$ cat src/rtl/fpga_pll_rst_ctrl.sv
// Reset/lock supervisor for the HDMI pixel-clock MMCM: sequences RST pulses,
// qualifies the synchronized LOCKED signal, retries on timeout and latches failure.
module fpga_pll_rst_ctrl #(
    parameter int RST_CYCLES    = 8,
    parameter int LOCK_TIMEOUT  = 100000,
    parameter int STABLE_CYCLES = 64,
    parameter int MAX_RETRIES   = 4,
    parameter int CNT_W         = 8
) (
    input  logic             clk_ext,
    input  logic             srst,
    input  logic             restart,
    input  logic             pll_lock_async,
    output logic             pll_rst,
    output logic             pll_ready,
    output logic             fail,
    output logic [CNT_W-1:0] retry_cnt,
    output logic [CNT_W-1:0] lost_cnt
);

    localparam int MAX_AB  = (RST_CYCLES > LOCK_TIMEOUT) ? RST_CYCLES : LOCK_TIMEOUT;
    localparam int CNT_MAX = (MAX_AB > STABLE_CYCLES) ? MAX_AB : STABLE_CYCLES;
    localparam int SC_W    = $clog2(CNT_MAX + 1);

    localparam logic [SC_W-1:0]  RST_LAST    = SC_W'(RST_CYCLES - 1);
    localparam logic [SC_W-1:0]  TIMEOUT_LAST = SC_W'(LOCK_TIMEOUT - 1);
    localparam logic [SC_W-1:0]  STABLE_LAST = SC_W'(STABLE_CYCLES - 1);
    localparam logic [CNT_W-1:0] CNT_SAT     = '1;

    typedef enum logic [2:0] {
        ST_RESET,
        ST_WAIT_LOCK,
        ST_STABLE,
        ST_RUN,
        ST_FAIL
    } state_t;

    state_t           state_q, state_d;
    logic [SC_W-1:0]  cnt_q, cnt_d;
    logic [CNT_W-1:0] retry_cnt_q, retry_cnt_d;
    logic [CNT_W-1:0] lost_cnt_q, lost_cnt_d;
    logic [CNT_W-1:0] retry_inc;
    logic             lock_meta_q, lock_meta_d;
    logic             lock_s_q, lock_s_d;
    logic             pll_rst_q, pll_rst_d;
    logic             pll_ready_q, pll_ready_d;
    logic             fail_q, fail_d;

    // NOTE: every signal written here gets a default first, so no path leaves
    // one unassigned and no latch can be inferred.
    always_comb begin
        lock_meta_d = pll_lock_async;
        lock_s_d    = lock_meta_q;
        state_d     = state_q;
        retry_cnt_d = retry_cnt_q;
        lost_cnt_d  = lost_cnt_q;
        retry_inc   = (retry_cnt_q == CNT_SAT) ? retry_cnt_q : retry_cnt_q + 1'b1;

        if (restart) begin
            state_d     = ST_RESET;
            retry_cnt_d = '0;
        end else begin
            unique case (state_q)
                ST_RESET: begin
                    if (cnt_q == RST_LAST) state_d = ST_WAIT_LOCK;
                end
                ST_WAIT_LOCK: begin
                    if (lock_s_q) begin
                        state_d = ST_STABLE;
                    end else if (cnt_q == TIMEOUT_LAST) begin
                        retry_cnt_d = retry_inc;
                        state_d     = (int'(retry_inc) >= MAX_RETRIES) ? ST_FAIL : ST_RESET;
                    end
                end
                ST_STABLE: begin
                    if (!lock_s_q)                state_d = ST_WAIT_LOCK;
                    else if (cnt_q == STABLE_LAST) state_d = ST_RUN;
                end
                ST_RUN: begin
                    if (!lock_s_q) begin
                        lost_cnt_d = (lost_cnt_q == CNT_SAT) ? lost_cnt_q : lost_cnt_q + 1'b1;
                        state_d    = ST_RESET;
                    end
                end
                ST_FAIL: ;
                default: state_d = ST_RESET;
            endcase
        end

        // The counter restarts on any state entry, including a restart re-entering RESET.
        if (restart || (state_d != state_q)) begin
            cnt_d = '0;
        end else if (state_q inside {ST_RESET, ST_WAIT_LOCK, ST_STABLE}) begin
            cnt_d = cnt_q + 1'b1;
        end else begin
            cnt_d = cnt_q;
        end

        pll_rst_d   = (state_d == ST_RESET) || (state_d == ST_FAIL);
        pll_ready_d = (state_d == ST_RUN);
        fail_d      = (state_d == ST_FAIL);
    end

    // NOTE: sequential state uses non-blocking assignments so every flop
    // samples pre-edge values, independent of statement order.
    always_ff @(posedge clk_ext) begin
        if (srst) begin
            state_q     <= ST_RESET;
            cnt_q       <= '0;
            retry_cnt_q <= '0;
            lost_cnt_q  <= '0;
            lock_meta_q <= 1'b0;
            lock_s_q    <= 1'b0;
            pll_rst_q   <= 1'b1;
            pll_ready_q <= 1'b0;
            fail_q      <= 1'b0;
        end else begin
            state_q     <= state_d;
            cnt_q       <= cnt_d;
            retry_cnt_q <= retry_cnt_d;
            lost_cnt_q  <= lost_cnt_d;
            lock_meta_q <= lock_meta_d;
            lock_s_q    <= lock_s_d;
            pll_rst_q   <= pll_rst_d;
            pll_ready_q <= pll_ready_d;
            fail_q      <= fail_d;
        end
    end

    assign pll_rst   = pll_rst_q;
    assign pll_ready = pll_ready_q;
    assign fail      = fail_q;
    assign retry_cnt = retry_cnt_q;
    assign lost_cnt  = lost_cnt_q;

endmodule
$ cat config.mk
export PLATFORM = sky130hd
export DESIGN_NAME = fpga_pll_rst_ctrl
export DESIGN_NICKNAME = d
export VERILOG_FILES = /design/src/rtl/fpga_pll_rst_ctrl.sv
export SDC_FILE = /design/constraint.sdc
export NUM_CORES = 1
export LEC_CHECK = 0
export BUFFER_PORTS_ARGS = -buffer_cell sky130_fd_sc_hd__buf_2
export CORE_MARGIN = 2
export CORE_UTILIZATION = 40
export DETAILED_ROUTE_END_ITERATION = 6
export GPL_TIMING_DRIVEN = 0
export PLACE_DENSITY = 0.68
export SYNTH_ARGS = -nofsm -noshare
export SYNTH_HDL_FRONTEND = slang
export SYNTH_SLANG_ARGS = --single-unit
$ cat constraint.sdc
create_clock -name clk_ext -period 6.2 [get_ports clk_ext]
set_input_delay 0.31 -clock clk_ext [delete_from_list [all_inputs] [get_ports clk_ext]]
set_output_delay 0.31 -clock clk_ext [all_outputs]
set_load 0.005 [all_outputs]
# After elaboration in Yosys (flattened, before gate mapping)
# Index checks and enable logic that the tools add are counted.
# word_totals
ff_bits	41
input_bits	4
word_cells	47
# op_classes
addsub	3
magnitude_cmp	1
eq_ne	12
muxes	10
bitwise	3
reduce_logical	9
# op_table
cell	n
two-way mux 3 bit	8
adder 17 x 1 -> 17 bit (second input constant)	1
== test 17 bit (second input constant)	1
== test 17 x 3 -> 1 bit (second input constant)	1
== test 17 x 6 -> 1 bit (second input constant)	1
adder 8 x 1 -> 8 bit (second input constant)	2
== test 8 bit (second input constant)	2
one-hot mux 3 bit (5 select lines)	1
== test 3 x 2 -> 1 bit (second input constant)	3
greater-or-equal comparator 8 x 3 -> 1 bit (second input constant)	1
two-way mux 8 bit	1
== test 3 bit (second input constant)	2
zero test 3 bit	2
AND reduction 4 bit	1
OR reduction 2 bit	2
== test 3 x 1 -> 1 bit (second input constant)	1
!= test 3 bit	1
inverter 1 bit	3
AND reduction 3 bit	1
nonzero test 3 bit	1
logical OR 1 bit	2

# Longest topological paths before layout
# depth
word_depth	11
mapped_depth	8

# Worst setup path before layout
# Ideal clock, no wire load.
# synth_path
kind	register to register
from	register cnt_q[8]
to	register cnt_q[0]
t_arrival_ns	2.104
path_slack_ns	3.981
path_stages_with_launch	8
path_buffers	2
synth_period_minus_slack_ns	2.219
cell_sequence	dfxtp_1 or4_4 or4_4 buf_6 o2bb2ai_2 a31oi_4 buf_6 nor2_2
# synth_via
elab_chain_len	8
# synth_lines
element	line_no	rtl
from (decl)	39	logic [SC_W-1:0] cnt_q, cnt_d;
from (signal assigned)	119	cnt_q <= cnt_d;
== test 17 x 6 -> 1 bit or == test 17 bit (tied branches)	77, 70	
two-way mux 3 bit, on equally long branches	77, 70	
two-way mux 3 bit, on equally long branches	76, 68	
one-hot mux 3 bit (5 select lines) *	63	unique case (state_q)
two-way mux 3 bit *	59	if (restart) begin
!= test 3 bit *	91	if (restart || (state_d != state_q)) begin
logical OR 1 bit *	91	
OR reduction 2 bit (no line) *	--	
# Every way passes the cells marked *; elsewhere a longest branch is shown, timed or not.
# A chain may end at the register's enable or synchronous reset.

# Final worst setup path
# layout_path
from	register cnt_q[8]
to	register cnt_q[14]
# layout_via
elab_chain_len	8
# layout_lines
element	line_no
== test 17 x 6 -> 1 bit or == test 17 bit (tied branches)	77, 70
two-way mux 3 bit, on equally long branches	77, 70
two-way mux 3 bit, on equally long branches	76, 68
one-hot mux 3 bit (5 select lines)	63
two-way mux 3 bit	59
!= test 3 bit	91
logical OR 1 bit	91
OR reduction 2 bit (no line)	--
# Parallel ways exist; a longest one is shown, timed or not.

==> results.ini <==
[run_status]
status=finished clean

[finish]
syn2layout_area_growth_pct=14.8
final_core_util_pct=47.4
multi_input_area_mm2=0.00121
antennaDiodeCount=0
fill_cells=527
register_area_um2=821
drive_above_1_share_pct=20.3
fin_nets=277

[clocking]
h-tree-depth=2
cts_resized=0
clk_latency_ps=300
cts.path.max_buffers=2
hold_buffers=0
cts_tree=yes
clock_sinks=41
post-cts-setup-buffer-count=0
path_clk_slew_ps=80
ctsRootBufferMaster=clkbuf_8
cts-buffers-inserted=5

[place]
hpwl_um=2860
place_ws_ps=3790
place_congestion=0.777
portBuffers=22

[logic_synthesis]
async_reset_ff_share_pct=0
ys_types=48
ys_warn_count=0
synth_cells=241
synth-seq-cells=41
synth_top_cells_by_area=dfxtp_1 39%, xnor2_1 9.1%, nor2_1 6.1%
synth_fa_ha_area_share_pct=1.78
synth_ff_type=dfxtp_1
synth-edff-count=0
synth_area_leader_cell=dfxtp_1
synth_xor_area_share_pct=10.8
synth_compound_area_share_pct=8.14
synth_mux_area_share_pct=1.96
synth-simple-area-share_pct=34.6
netlist.area_leader.share_pct=39.0
synth_top_family_by_area=simple AND/OR/NAND/NOR gates
synth_fp_nets=248
ys_seq_area_share_pct=39.0
syn-cell-area_mm2=0.00211
postSynthAreaPerCell_um2=8.74

[setup_path]
worst_path_max_delay_cell=or4_4
worstSetupStartpoint=cnt_q[8]
path_buf_inv=2
cp-start-kind=flop
critPathTopFamily=simple AND/OR/NAND/NOR gates
required_ps=6390
reg2reg_slack_ps=3790
reg2reg_from=cnt_q[8]
r2r-end=cnt_q[14]
crit_fanout=10
r2r.worst_path.cells=7
end_kind=flop
path_cells=or4_4, or4_4, buf_6, o2bb2ai_2, a31oi_4, buf_6, nor2_2
cp.depth=7
cp-endpoint=cnt_q[14]
critical_path_class=flop to flop
slowest_delay_ps=570
cp.arrival_ps=2600

[sta]
min_period_over_period_pct=38.8
hold_viol_final=0
tightest_slew_ps=765
timing.final.ws_setup_ps=3790
setup_violations=0
maxSlewHeadroom_pct=49.0
period_needed_ps=2410
fmax_mhz=416
fin_skew_ps=4.52
tns_ps=0
rsz0062_at_grt=false
slew_violations=0

[detailed_routing]
avgRoutedWirePerCell_um=11.7
drtAntennaViolNets=0
drt-total-wl_um=3990
first_iter_violations=70
drc=0
vias_per_cell=5.13
drt-pass1-iter-count=5
vias=1748

[run]
max_cap_violations=0

[global_route]
grt_pass1_wl_um=6930
grt_pass1_vias=1521
grt_start_max_net_pins=15
grt.overflow.total=0
grt_use_total_pct=14.6
antenna_found_initial=0

[floorplan]
ios=23
start_util_pct=41.3
dieArea_mm2=0.00586
rows=26
dieWidth_um=76.6
coreArea_mm2=0.00511
fp.dieH_um=76.6

[worst_hold_path]
min_path_type=primary input to flop

[power]
p_leak_nw=0.785
ir_drop_uv=91.4
powerDensity_mw_per_mm2=204

==> metrics by stage <==
stage          area, um^2  std cells  total power, mW  hold WS (ps)
2_1_floorplan        2110        241            0.280           387
3_3_place_gp         2300        333            0.283           425
3_5_place_dp         2300        333            0.284           435
4_1_cts              2420        341            0.504           205
5_1_grt              2420        341            0.513           220
6_report             2420        341            0.493           215
==> layout make-up <==
class,count,share of cell area [%]
Buffer,12,2.48
Clock buffer,5,2.84
Clock inverter,3,1.91
Inverter,5,0.776
Multi-Input combinational cell,183,49.9
Sequential cell,41,33.9
Tap cell,70,3.62
Timing Repair Buffer,22,4.55
==> power breakdown <==
group          leakage (nW)  switching (mW)  internal, mW
sequential            0.331         0.00108         0.264
combinational         0.400         0.00744       0.00444
clock                0.0543          0.0953         0.120
==> routing by layer <==
layer	wire [um]	track usage [%]	vias to the layer above	share of wire [%]
met5	0	0	-	0
met4	72	6.36	0	1.8
met3	133	4.15	7	3.3
met2	1880	23.9	23	47
met1	1900	17.7	813	48
li1	-	-	905	-
==> kinds of logic after synthesis <==
family | after synthesis
AO/OA/AOI/OAI | 23
XOR/XNOR | 26
adder cells (fa/ha/maj) | 3
buffers and inverters | 17
flip-flops | 41
multiplexers | 4
AND/OR/NAND/NOR | 127
==> flip-flops by register name (all words and copies together) (netlist names) <==
signal       cells
cnt_q           17
lost_cnt         8
retry_cnt        8
state_q          3
fail             1
lock_meta_q      1
lock_s_q         1
pll_ready        1
pll_rst          1
==> synthesized netlist by cell type (3+ instances only) <==
cell	n
dfxtp_1	41
nor2_1	34
xnor2_1	22
nor3_1	14
nand3_1	11
nand2_1	10
nor2_2	10
clkbuf_1	9
nand4_1	8
inv_1	5
o21ai_0	5
a21oi_1	4
a31oi_1	4
nor2b_1	4
xor2_1	4
and3_1	3
ha_1	3
mux2i_1	3
nand2b_1	3
nand4b_1	3
nor3b_1	3
nor4_1	3
==> placed cells by master (no fill, tap or decap), types with 5 or more instances in the layout <==
cell      instances
nand3_1          11
clkbuf_1          9
nand4_1           8
nand2_1          10
o21ai_0           5
nor2_2           10
inv_1             5
xnor2_1          22
dfxtp_1          41
clkbuf_8          5
buf_2            22
nor3_1           14
nor2_1           34
==> worst min path at each step <==
| stage | startpoint | endpoint | slack, ps | cells past startpoint |
|---|---|---|---|---|
| after global placement | lock_meta_q | lock_s_q | 430 | 1 |
| after detailed placement | lock_meta_q | lock_s_q | 430 | 1 |
| final | pll_lock_async | lock_meta_q | 220 | 2 |
| after floorplan | restart | pll_ready | 390 | 1 |
| after global routing | pll_lock_async | lock_meta_q | 220 | 2 |
| after CTS | pll_lock_async | lock_meta_q | 200 | 2 |
(Power assumes the default switching activity.)
